--- src/rtl/layer_arb_if.sv ---
// -----------------------------------------------------------------------------
// layer_arb_if
// Bundles the pixel/layer, sync and configuration signals of the layer
// arbiter so that the compositor and its source share one connection.
//
// Signals
//   en_i          display-active flag, aligned with the layer inputs
//   v_sync_i      vertical sync, active-low
//   layer_rgb_i   NL packed layer colours, layer k at [k*RGB_W +: RGB_W]
//   layer_alpha_i per-layer opacity, 1 = opaque pixel present
//   bg_rgb_i      background colour
//   cfg_en_i      requested layer-enable mask
//   cfg_wr_i      single-cycle strobe capturing cfg_en_i
//   rgb_o         composited pixel
//   frame_o       one-cycle pulse per frame boundary while running
//   frame_cnt_o   frames completed since reset (wraps)
//   hit_o         per-layer collision with layer 0 in the previous frame
//
// Modports
//   master  pixel source / controller side (drives *_i, reads *_o)
//   slave   arbiter side (reads *_i, drives *_o)
// -----------------------------------------------------------------------------
interface layer_arb_if #(
    parameter int RGB_W = 12,
    parameter int NL    = 4
);
    logic                  en_i;
    logic                  v_sync_i;
    logic [NL*RGB_W-1:0]   layer_rgb_i;
    logic [NL-1:0]         layer_alpha_i;
    logic [RGB_W-1:0]      bg_rgb_i;
    logic [NL-1:0]         cfg_en_i;
    logic                  cfg_wr_i;
    logic [RGB_W-1:0]      rgb_o;
    logic                  frame_o;
    logic [7:0]            frame_cnt_o;
    logic [NL-2:0]         hit_o;

    modport master (
        output en_i, v_sync_i, layer_rgb_i, layer_alpha_i, bg_rgb_i,
               cfg_en_i, cfg_wr_i,
        input  rgb_o, frame_o, frame_cnt_o, hit_o
    );

    modport slave (
        input  en_i, v_sync_i, layer_rgb_i, layer_alpha_i, bg_rgb_i,
               cfg_en_i, cfg_wr_i,
        output rgb_o, frame_o, frame_cnt_o, hit_o
    );
endinterface

--- src/rtl/layer_arb.sv ---
// -----------------------------------------------------------------------------
// layer_arb
// Sprite layer compositor. Picks, per pixel, the lowest-index layer that is
// both opaque and enabled (layer 0 = player has highest priority), falling
// back to the background colour, and blanks outside the active display.
// Layer enables are double-buffered so that a new mask only takes effect at
// a frame boundary. Collisions between the player layer and each other
// layer are accumulated over a frame and published at the boundary.
//
// Ports
//   clk_vga  pixel clock, all state on the rising edge
//   rst      asynchronous active-low reset
//   bus      layer_arb_if.slave (see interface header for signal list)
//
// Timing
//   Two-cycle pipeline: stage 1 registers the pixel inputs, stage 2
//   registers the composited colour. Frame boundary is the cycle in which
//   the live v_sync_i is low while its registered copy is still high.
//   Until the first boundary after reset the block sits in SYNC with a
//   blank output, so a reset released mid-frame never shows a torn frame.
// -----------------------------------------------------------------------------
module layer_arb #(
    parameter int RGB_W = 12,
    parameter int NL    = 4
) (
    input  logic       clk_vga,
    input  logic       rst,
    layer_arb_if.slave bus
);

    localparam logic [0:0] ST_SYNC = 1'b0;
    localparam logic [0:0] ST_RUN  = 1'b1;

    localparam logic [NL-1:0] MASK_RST = {{(NL-1){1'b0}}, 1'b1};

    // State
    logic [0:0]           state_r;
    logic [0:0]           state_nx_s;
    logic                 vs_r;
    logic [NL-1:0]        pending_r;
    logic [NL-1:0]        active_r;

    // Stage 1 pipeline registers
    logic                 s1_en_r;
    logic [NL*RGB_W-1:0]  s1_rgb_r;
    logic [NL-1:0]        s1_alpha_r;
    logic [RGB_W-1:0]     s1_bg_r;

    // Outputs and accumulators
    logic [RGB_W-1:0]     rgb_r;
    logic                 frame_r;
    logic [7:0]           frame_cnt_r;
    logic [NL-2:0]        hit_r;
    logic [NL-2:0]        hit_acc_r;

    // Combinational helpers
    logic                 boundary_s;
    logic                 run_s;
    logic                 frame_evt_s;
    logic [NL-1:0]        vis_s;
    logic [RGB_W-1:0]     layer_s;
    logic [RGB_W-1:0]     comp_s;
    logic [NL-2:0]        hit_now_s;

    // Frame boundary: live sync already low, registered copy still high.
    always_comb begin
        boundary_s  = vs_r & ~bus.v_sync_i;
        run_s       = (state_r == ST_RUN);
        frame_evt_s = boundary_s & run_s;
    end

    // Next-state logic: SYNC waits for a boundary, RUN is left only by reset.
    always_comb begin
        state_nx_s = state_r;
        case (state_r)
            ST_SYNC: begin
                if (boundary_s) begin
                    state_nx_s = ST_RUN;
                end else begin
                    state_nx_s = ST_SYNC;
                end
            end
            ST_RUN:  state_nx_s = ST_RUN;
            default: state_nx_s = ST_SYNC;
        endcase
    end

    // Visible layers: opaque in the stage-1 pixel and enabled in the live mask.
    always_comb begin
        vis_s = s1_alpha_r & active_r;
    end

    // Priority select; scanning downward lets the lowest visible index win.
    always_comb begin
        layer_s = s1_bg_r;
        for (int k = NL - 1; k >= 0; k--) begin
            if (vis_s[k]) begin
                layer_s = s1_rgb_r[k*RGB_W +: RGB_W];
            end else begin
                layer_s = layer_s;
            end
        end
        if (s1_en_r) begin
            comp_s = layer_s;
        end else begin
            comp_s = {RGB_W{1'b0}};
        end
    end

    // Collision of each non-player layer with the player in the stage-1 pixel.
    always_comb begin
        hit_now_s = {(NL-1){1'b0}};
        for (int k = 1; k < NL; k++) begin
            hit_now_s[k-1] = s1_en_r & vis_s[0] & vis_s[k];
        end
    end

    // FSM state register.
    always_ff @(posedge clk_vga or negedge rst) begin
        if (!rst) begin
            state_r <= ST_SYNC;
        end else begin
            state_r <= state_nx_s;
        end
    end

    // Registered copy of v_sync_i used for falling-edge detection.
    always_ff @(posedge clk_vga or negedge rst) begin
        if (!rst) begin
            vs_r <= 1'b1;
        end else begin
            vs_r <= bus.v_sync_i;
        end
    end

    // Pending mask follows every write; a write on a boundary edge is not
    // seen by the active mask until the following boundary.
    always_ff @(posedge clk_vga or negedge rst) begin
        if (!rst) begin
            pending_r <= MASK_RST;
        end else if (bus.cfg_wr_i) begin
            pending_r <= bus.cfg_en_i;
        end else begin
            pending_r <= pending_r;
        end
    end

    // Active mask is swapped in on every boundary, including SYNC->RUN.
    always_ff @(posedge clk_vga or negedge rst) begin
        if (!rst) begin
            active_r <= MASK_RST;
        end else if (boundary_s) begin
            active_r <= pending_r;
        end else begin
            active_r <= active_r;
        end
    end

    // Stage 1: capture the pixel inputs.
    always_ff @(posedge clk_vga or negedge rst) begin
        if (!rst) begin
            s1_en_r    <= 1'b0;
            s1_rgb_r   <= {(NL*RGB_W){1'b0}};
            s1_alpha_r <= {NL{1'b0}};
            s1_bg_r    <= {RGB_W{1'b0}};
        end else begin
            s1_en_r    <= bus.en_i;
            s1_rgb_r   <= bus.layer_rgb_i;
            s1_alpha_r <= bus.layer_alpha_i;
            s1_bg_r    <= bus.bg_rgb_i;
        end
    end

    // Stage 2: composited colour, blanked while still in SYNC.
    always_ff @(posedge clk_vga or negedge rst) begin
        if (!rst) begin
            rgb_r <= {RGB_W{1'b0}};
        end else if (run_s) begin
            rgb_r <= comp_s;
        end else begin
            rgb_r <= {RGB_W{1'b0}};
        end
    end

    // Frame pulse and frame counter; the SYNC->RUN boundary is not counted.
    always_ff @(posedge clk_vga or negedge rst) begin
        if (!rst) begin
            frame_r     <= 1'b0;
            frame_cnt_r <= 8'd0;
        end else if (frame_evt_s) begin
            frame_r     <= 1'b1;
            frame_cnt_r <= frame_cnt_r + 8'd1;
        end else begin
            frame_r     <= 1'b0;
            frame_cnt_r <= frame_cnt_r;
        end
    end

    // Sticky hit accumulator; the boundary cycle's own hit goes straight
    // into the published value so nothing is lost across the clear.
    always_ff @(posedge clk_vga or negedge rst) begin
        if (!rst) begin
            hit_acc_r <= {(NL-1){1'b0}};
            hit_r     <= {(NL-1){1'b0}};
        end else if (frame_evt_s) begin
            hit_acc_r <= {(NL-1){1'b0}};
            hit_r     <= hit_acc_r | hit_now_s;
        end else if (run_s) begin
            hit_acc_r <= hit_acc_r | hit_now_s;
            hit_r     <= hit_r;
        end else begin
            hit_acc_r <= hit_acc_r;
            hit_r     <= hit_r;
        end
    end

    assign bus.rgb_o       = rgb_r;
    assign bus.frame_o     = frame_r;
    assign bus.frame_cnt_o = frame_cnt_r;
    assign bus.hit_o       = hit_r;

endmodule

--- src/flat_wrapper.sv ---
// flat-port wrapper written by rule: the top's interface ports become plain ports
module layer_arb_flat 
#(
    parameter int RGB_W = 12,
    parameter int NL    = 4
)
  (clk_vga, rst, bus_en_i, bus_v_sync_i, bus_layer_rgb_i, bus_layer_alpha_i, bus_bg_rgb_i, bus_cfg_en_i, bus_cfg_wr_i, bus_rgb_o, bus_frame_o, bus_frame_cnt_o, bus_hit_o);
  layer_arb_if #(.RGB_W(RGB_W), .NL(NL)) bus_i ();
  input  logic clk_vga;
  input  logic rst;
  input wire logic [$bits(bus_i.en_i)-1:0] bus_en_i;
  input wire logic [$bits(bus_i.v_sync_i)-1:0] bus_v_sync_i;
  input wire logic [$bits(bus_i.layer_rgb_i)-1:0] bus_layer_rgb_i;
  input wire logic [$bits(bus_i.layer_alpha_i)-1:0] bus_layer_alpha_i;
  input wire logic [$bits(bus_i.bg_rgb_i)-1:0] bus_bg_rgb_i;
  input wire logic [$bits(bus_i.cfg_en_i)-1:0] bus_cfg_en_i;
  input wire logic [$bits(bus_i.cfg_wr_i)-1:0] bus_cfg_wr_i;
  output wire logic [$bits(bus_i.rgb_o)-1:0] bus_rgb_o;
  output wire logic [$bits(bus_i.frame_o)-1:0] bus_frame_o;
  output wire logic [$bits(bus_i.frame_cnt_o)-1:0] bus_frame_cnt_o;
  output wire logic [$bits(bus_i.hit_o)-1:0] bus_hit_o;
  assign bus_i.en_i = bus_en_i;
  assign bus_i.v_sync_i = bus_v_sync_i;
  assign bus_i.layer_rgb_i = bus_layer_rgb_i;
  assign bus_i.layer_alpha_i = bus_layer_alpha_i;
  assign bus_i.bg_rgb_i = bus_bg_rgb_i;
  assign bus_i.cfg_en_i = bus_cfg_en_i;
  assign bus_i.cfg_wr_i = bus_cfg_wr_i;
  assign bus_rgb_o = bus_i.rgb_o;
  assign bus_frame_o = bus_i.frame_o;
  assign bus_frame_cnt_o = bus_i.frame_cnt_o;
  assign bus_hit_o = bus_i.hit_o;
  layer_arb #(.RGB_W(RGB_W), .NL(NL)) u_core (.clk_vga(clk_vga), .rst(rst), .bus(bus_i));
endmodule
--- config.mk ---
export PLATFORM = sky130hd
export DESIGN_NAME = layer_arb_flat
export DESIGN_NICKNAME = d
export VERILOG_FILES = /design/src/rtl/layer_arb_if.sv /design/src/rtl/layer_arb.sv /design/src/flat_wrapper.sv
export SDC_FILE = /design/constraint.sdc
export NUM_CORES = 1
export LEC_CHECK = 0
export ABC_AREA = 1
export CORE_ASPECT_RATIO = 0.6
export CORE_MARGIN = 1
export CORE_UTILIZATION = 43
export CTS_CLUSTER_DIAMETER = 60
export CTS_CLUSTER_SIZE = 24
export DETAILED_ROUTE_END_ITERATION = 8
export PLACE_DENSITY_LB_ADDON = 0.25
export SLEW_MARGIN = 20
export SYNTH_ARGS = -nofsm -noshare
export SYNTH_HDL_FRONTEND = slang
export SYNTH_SLANG_ARGS = --single-unit
--- constraint.sdc ---
create_clock -name clk_vga -period 1.05 [get_ports clk_vga]
set_input_delay 0.1575 -clock clk_vga [delete_from_list [all_inputs] [get_ports clk_vga]]
set_output_delay 0.1575 -clock clk_vga [all_outputs]
set_load 0.01 [all_outputs]
== Yosys cells after proc, flatten, opt, wreduce, memory -nomap -nowiden ==
Index checks and enable logic that the tools add are counted.
Word-level totals
  ROM bits: 0
  memories kept: 0
  output and inout port bits: 24
  bits in latches: 0
  memory bits (writable): 0
  input bits: 73
  register bits after elaboration: 102
  word-level logic and storage cells: 36
Cells by class
  add/subtract/negate cells: 1
  shift-type cells: 0
  multiply operators: 0
  divide/modulo/power cells: 0
  order comparisons: 0
  bitwise operators: 10
  equality and inequality tests: 0
  multiplexer cells: 11
  reduce and logical (&&, ||, !) cells: 1
Operators by type and width (number)
  12-bit two-way mux: 6
  8-bit by 1-bit adder with 8-bit output (second input constant): 1
  1-bit AND: 6
  3-bit two-way mux: 2
  4-bit AND: 1
  3-bit OR: 1
  1-bit two-way mux: 2
  1-bit inverter: 2
  1-bit case mux with 2 select lines: 1
  2-bit nonzero test: 1

== Logic depth before layout (Yosys ltp) ==
Gate-level depths: netlist (run 1).
  depth in word-level cells: 7
  mapped depth: 7
  gate-level depth less buffers: 7

== Least setup slack after synthesis (run 1) ==
OpenSTA, ideal clock, no wires.
  path kind: register to register
  from: register u_core.frame_cnt_r[0] (netlist: u_core.bus.frame_cnt_o[0])
  to: register u_core.frame_cnt_r[4] (netlist: u_core.bus.frame_cnt_o[4])
  data arrival time: 0.983 ns
  path buffers: 0
  period minus slack after synthesis: 1.109 ns
  stages on the path, launching flop included: 6
  data required time: 0.924 ns
  library setup time: 0.126 ns
  slack: -0.059 ns
  cell sequence: dfrtp_1 > ha_1 > nand3_1 > xor2_1 > nand2_1 > o21ai_0
On the way
  longest elaborated chain between the ends: 1
Ends and longest elaborated chain
  from (decl): RTL line layer_arb.sv:52  | logic [7:0] frame_cnt_r;
  from (signal assigned): RTL line layer_arb.sv:192  | frame_cnt_r <= frame_cnt_r + 8'd1;
  from (signal assigned): RTL line layer_arb.sv:195  | frame_cnt_r <= frame_cnt_r;
  8-bit by 1-bit adder with 8-bit output: RTL line layer_arb.sv:192
Every way passes these cells.
A chain may end at the register's enable or synchronous reset.

== Final worst setup path (run 1) ==
  from: register u_core.active_r[0]
  to: register u_core.rgb_r[4] (netlist: u_core.bus.rgb_o[4])
On the way
  longest elaborated chain between the ends: 4
Ends and longest elaborated chain
  from (decl): RTL line layer_arb.sv:41  | logic [NL-1:0] active_r;
  from (signal assigned): RTL line layer_arb.sv:153  | active_r <= pending_r;
  from (signal assigned): RTL line layer_arb.sv:155  | active_r <= active_r;
  4-bit AND: RTL line layer_arb.sv:90  | vis_s = s1_alpha_r & active_r;
  12-bit two-way mux: RTL line layer_arb.sv:97  | if (vis_s[k]) begin
  12-bit two-way mux: RTL line layer_arb.sv:103  | if (s1_en_r) begin
  12-bit two-way mux: RTL line layer_arb.sv:178  | end else if (run_s) begin
  to (signal assigned): RTL line layer_arb.sv:177  | rgb_r <= {RGB_W{1'b0}};
  to (signal assigned): RTL line layer_arb.sv:179  | rgb_r <= comp_s;
  to (signal assigned): RTL line layer_arb.sv:181  | rgb_r <= {RGB_W{1'b0}};
  to (decl): RTL line layer_arb.sv:50  | logic [RGB_W-1:0] rgb_r;
Every way passes these cells.

==> impl_metrics.ini, run 1 <==
[placement]
place_hpwl_um = 5970
gp_routability_congestion = 0.808
port_buffers = 96

[route]
top_layer = met4
wl_met1_um = 4330
wl_per_cell_um = 15.6
dr.pass1.iters = 4
drc = 0
drt-initial-drc-count = 171
vias_per_cell = 4.77
postRouteAntennaNets = 0
dr_wl_met3_um = 505
routed_wl_um = 9010
wl_met2_um = 4110
vias = 2758

[worst_setup_path]
cp_max_fo = 24
start_kind = flop
crit_type = flop to flop
cp-end-kind = flop
cp.arrival_ps = 1430
required_ps = 1320

[sta]
final-setup-viol-count = 27
fmax_mhz = 862
skew_ps = 5.57
rsz0062_at_grt = true
finalWorstSetupSlack_ps = -111
maxSlewHeadroom = 0.798
fin_crit_ps = 1160
hold_viol = 0
drv_slew = 0
finalCritPeriodShare = 1.11
worst_slew_pin_slew_ps = 302
whs_ps = 236
setup_tns_ps = -1740

[grt]
grt_pass1_wl_um = 13800
antenna_found_initial = 0
globalRouteTotalUtil = 0.216
first_global_vias = 2698
grt_max_degree = 42
grt-ovfl-total = 0

[synthesis]
yosys-top-cells-area = dfrtp_1, nand3_1, nand2_1, inv_1, o21ai_0
synth_seq_cells = 102
synth_cell_type_count = 29
syn_inst = 327
synthesis.area_mm2 = 0.00365
ys_warn_count = 0
synth_nets = 401
synth-edff-count = 0
syn_area_per_cell_um2 = 11.1
synth.top_cell.area_share = 0.679
synth_top_cell_by_area = dfrtp_1
seq_area_frac_synth = 0.701
synth_ff_type = dfrtp_1
synthArstFlopShare = 1.00

[clocking]
h-tree-depth = 3
numCtsBuffers = 9
cts_root_buf = clkbuf_16
cts_tree = yes
clock_latency_ps = 340
clockBufferDepth = 2
clkTransAtPathRegs_ps = 70
clock_sinks = 102

[floorplanning]
start_util = 0.454
die_w_um = 121
die_y_um = 73.3
num_rows = 25
io_pins = 97
die_area_mm2 = 0.00886
core-area_mm2 = 0.00804

[pwr]
swShare = 0.257
intPower_mw = 7.78
p_seq_frac = 0.428
switching_power_mw = 2.70
peakVddDrop_mv = 1.07
combPwrFrac = 0.224
clockPowerShare = 0.348
finalPower_mw = 10.5
power_density_mw_per_mm2 = 1850
p_leak_nw = 2.74

[finish]
nFillCells = 573
drive_above_1_share = 0.338
area_growth_pct = 55.0
n_antenna_cell = 0
multi_input_area_mm2 = 0.00123
area.sequential_mm2 = 0.00256
nets = 539

[status]
violations = negative setup slack
status = finished with violations

[hold_path]
min-delay-path-class = input pin to flop

[job]
maxCapViolations = 0
==> sequential cells by signal, indices dropped and copies added, names as in the netlist <==
register and cells:
u_core.active_r 4, u_core.bus.frame_cnt_o 8, u_core.bus.frame_o 1, u_core.bus.hit_o 3, u_core.bus.rgb_o 12, u_core.hit_acc_r 3
u_core.pending_r 4, u_core.run_s 1, u_core.s1_alpha_r 4, u_core.s1_bg_r 12, u_core.s1_en_r 1, u_core.s1_rgb_r 48
u_core.vs_r 1
==> final cells by class <==
type	instances	share of cell area
clock inverter	3	0.0115
tap	108	0.0239
sequential	102	0.453
timing repair buffer	138	0.228
clock buffer	13	0.0478
multi-input combinational	186	0.218
inverter	28	0.0190
==> timing repair <==
item                                    4_1_cts  5_1_grt
gates resized for setup                     145       52
hold endpoints to repair                     15        0
buffers inserted                              9        3
hold buffers                                  1        0
endpoints found under the setup margin       50       36
cloned                                        3        1
pin swaps                                     8       11
==> path summary, 6_finish.rpt <==
| path | depth (start not counted) | end | slack [ps] | startpoint |
|---|---|---|---|---|
| max in group asynchronous | 3 | u_core.pending_r[0] | 260 | rst |
| worst min register to register | 1 | u_core.hit_acc_r[0] | 510 | u_core.hit_acc_r[0] |
| worst min-delay path | 1 | u_core.vs_r | 240 | bus_v_sync_i |
| worst max-delay path | 5 | u_core.bus.rgb_o[4] | -110 | u_core.active_r[0] |
| min in group asynchronous | 2 | u_core.bus.frame_cnt_o[3] | 250 | rst |
| worst max register to register | 5 | u_core.bus.rgb_o[4] | -110 | u_core.active_r[0] |
==> kinds of logic (layout without fill, tap and decap cells) <==
kind of cell	after synthesis	in the layout	share of synthesized area
AO/OA/AOI/OAI	39	39	0.0607
XOR/XNOR	4	4	0.00961
adder cells (fa/ha/maj)	1	1	0.00343
buffers and inverters	40	182	0.0480
flip-flops	102	102	0.701
AND/OR/NAND/NOR	141	142	0.177
==> power groups by stage <==
stage | registers, mW | clock network, mW | logic [mW]
floorplan | 4.65 | 0 | 0.639
global placement | 4.54 | 0 | 1.89
detailed placement | 4.56 | 0 | 1.92
CTS | 4.47 | 3.69 | 2.13
global route | 4.51 | 3.88 | 2.54
finish | 4.48 | 3.64 | 2.35
==> Yosys cell counts, types with 2 or more instances <==
master and instances:
or2_0 2, or2_2 5, a21oi_1 12, o21ai_0 20, o21bai_1 2, xor2_1 2, xnor2_1 2, dfrtp_1 99
nand2_1 69, nand2_2 2, o211a_1 3, nand3_1 53, buf_2 7, dfstp_2 3, inv_1 27, buf_4 2
or2_1 5
==> metrics by stage <==
stage | instances | instance area (um^2) | utilization | setup WS [ps]
after floorplan | 327 | 3670 | - | -51.4
final | 578 | 5650 | 0.703 | -111
after global routing | 578 | 5650 | 0.703 | -166
after CTS | 574 | 5410 | 0.673 | -82.0
after global placement | 545 | 4940 | 0.614 | -258
after detailed placement | 545 | 4940 | 0.614 | -276
==> per-layer routing <==
metal	track usage	vias up
li1	-	1326
met2	0.316	92
met5	0	-
met3	0.0613	7
met4	0.0754	0
met1	0.310	1333
==> placed cells by master (no fill, tap or decap), types with 2 or more instances in the layout <==
master and count:
nand2_2 10, o211a_1 3, clkdlybuf4s50_1 71, inv_1 23
or2_1 3, nand3_4 3, dfrtp_1 97, clkbuf_16 10
nand2_1 58, dfrtp_2 2, or2_0 2, nand2_4 4
nand3_2 23, bufinv_16 2, or2_4 7, buf_6 10
buf_2 24, xor2_1 2, a21oi_1 2, clkbuf_8 3
inv_2 4, o21ai_1 7, o21ai_2 6, buf_12 6
buf_4 25, o21ai_0 8, a21oi_2 10, dfstp_2 3
nand3_1 28
==> critical path: stages (launching register included) <==
cell	delay [ps]
dfstp_2	570
nand2_2	70
buf_12	160
nand2_1	80
inv_1	50
a21oi_2	140
Note: power is estimated with default switching activity, not from simulation.
==> run 2: changes to the inputs <==
--- a/config.mk
+++ b/config.mk
@@ -6,13 +6,14 @@
 export NUM_CORES = 1
 export LEC_CHECK = 0
 export ABC_AREA = 1
-export CORE_ASPECT_RATIO = 0.6
+export CORE_ASPECT_RATIO = 1.1
 export CORE_MARGIN = 1
 export CORE_UTILIZATION = 43
 export CTS_CLUSTER_DIAMETER = 60
 export CTS_CLUSTER_SIZE = 24
 export DETAILED_ROUTE_END_ITERATION = 8
 export PLACE_DENSITY_LB_ADDON = 0.25
+export RECOVER_POWER = 25
 export SLEW_MARGIN = 20
 export SYNTH_ARGS = -nofsm -noshare
 export SYNTH_HDL_FRONTEND = slang
==> impl_metrics.ini, run 2 (same netlist as run 1, synthesis figures left out) <==
[finish]
layout_common_cells = dfrtp_1, nand2_1, dlygate4sd3_1
area_growth_pct = 51.6
layout_commonest_cell = dfrtp_1
nets = 542
drive_above_1_share = 0.366
final_cells = 581
nFillCells = 591
multi_input_area_mm2 = 0.00124
regMostFlops = u_core.s1_rgb_r
n_antenna_cell = 0
area.sequential_mm2 = 0.00256
largest_register_ffs = 48

[sta]
drv_slew = 0
fin_crit_ps = 1210
skew_ps = 6.86
hold_viol = 0
final-setup-viol-count = 31
worst_slew_pin_slew_ps = 276
finalWorstSetupSlack_ps = -164
finalCritPeriodShare = 1.16
fmax_mhz = 824
rsz0062_at_grt = true
maxSlewHeadroom = 0.816

[hold_path]
min-delay-path-class = input pin to asynchronous set/reset pin

[placement]
place_hpwl_um = 5610
dp.cells = 542
gp_routability_congestion = 0.835
port_buffers = 96

[pwr]
finalPower_mw = 9.06
power_density_mw_per_mm2 = 1640
p_leak_nw = 2.66
peakVddDrop_mv = 0.774

[clocking]
numCtsBuffers = 9
clock_latency_ps = 360
cts_root_buf = clkbuf_8
h-tree-depth = 3
clock_sinks = 102
clockBufferDepth = 2
clkTransAtPathRegs_ps = 90
cts_tree = yes

[worst_setup_path]
crit_chain = nand2_4 > clkbuf_16 > nand2_1 > inv_1 > a21oi_1
cp_slowest_cell = dfstp_2
crit_type = flop to flop
crit_path_max_incr_delay_ps = 600
required_ps = 1330
cp.arrival_ps = 1490
cp-end-kind = flop
cp_max_fo = 9
start_kind = flop

[grt]
grt_max_degree = 34
globalRouteTotalUtil = 0.199
antenna_found_initial = 0
first_global_vias = 2771
grt-ovfl-total = 0
grt_pass1_wl_um = 13500

[route]
drc = 0
routed_wl_um = 8910
wl_per_cell_um = 15.3
vias = 2806
vias_per_cell = 4.83
dr.pass1.iters = 4
postRouteAntennaNets = 0
drt-initial-drc-count = 231

[status]
status = finished with violations
violations = negative setup slack

[floorplanning]
die_y_um = 98.6
die_w_um = 89.8
die_area_mm2 = 0.00885
num_rows = 34
core-area_mm2 = 0.00808
io_pins = 97
start_util = 0.451

[job]
maxCapViolations = 0
run 2: cell types whose count changed in the layout (fill, tap and decap cells not counted), sizes merged:
cell / previous run / this run
bufinv: 2 / 0
clkbuf: 14 / 13
clkdlybuf4s50: 71 / 27
clkinv: 1 / 4
clkinvlp: 0 / 3
dlygate4sd3: 1 / 45
inv: 28 / 27
nand2: 72 / 73
run 2: stage by stage:
stage          worst slack, ps  utilization  hold slack (ps)  setup TNS, ps  instance area [um^2]
2_1_floorplan            -51.4            -             -138           -135                  3670
3_5_place_dp              -233        0.608             56.3          -5010                  4910
3_3_place_gp              -203        0.608             54.2          -4370                  4910
6_report                  -164        0.684              214          -2250                  5530
4_1_cts                  -85.2        0.639              208          -1390                  5170
5_1_grt                   -204        0.684              214          -3700                  5530
run 2: cell type report:
class,instances,area share
repair inverters,2,0.00294
inverters,28,0.0206
multi-input cells,187,0.225
clock buffers,12,0.0263
repair buffers,138,0.233
flip-flops and latches,102,0.463
clock inverters,4,0.00407
well taps,108,0.0244
run 2: path summary, 6_finish.rpt:
kind | cells after the start | start | end | slack [ps]
worst max-delay path | 5 | u_core.active_r[0] | u_core.bus.rgb_o[2] | -160
worst max register to register | 5 | u_core.active_r[0] | u_core.bus.rgb_o[2] | -160
min in group clk_vga | 1 | bus_v_sync_i | u_core.vs_r | 230
max in group asynchronous | 3 | rst | u_core.pending_r[0] | 320
worst min register to register | 2 | u_core.pending_r[0] | u_core.active_r[0] | 490
worst min-delay path | 2 | rst | u_core.s1_rgb_r[15] | 210
run 2: layer usage:
metal	track usage	wire length, um	vias up	part of all wire
met5	0	0	-	0
met1	0.256	3530	1360	0.40
met2	0.334	4830	93	0.54
met3	0.0347	372	12	0.042
met4	0.0895	168	0	0.019
li1	-	-	1341	-
run 2: timing repair:
| item | 4_1_cts | 5_1_grt |
|---|---|---|
| setup endpoints to repair | 52 | 46 |
| endpoints found under the hold margin | 99 | 0 |
| resized for setup | 129 | 87 |
| hold buffers | 1 | 0 |
| pin swaps | 13 | 13 |
| setup buffers | 10 | 5 |
| gates cloned | 3 | 4 |
run 2: critical path, delay by kind of cell (launching register included):
| kind | cells | cell delay, ps |
|---|---|---|
| AND/OR/NAND/NOR | 2 | 160 |
| buffers and inverters | 2 | 210 |
| AO/OA/AOI/OAI | 1 | 160 |
| flip-flops | 1 | 600 |
run 2: power breakdown:
part,internal [mW],switching (mW),leakage (nW)
combinational,1.23,1.19,1.36
clock,0.918,1.25,0.0861
sequential,4.29,0.193,1.22
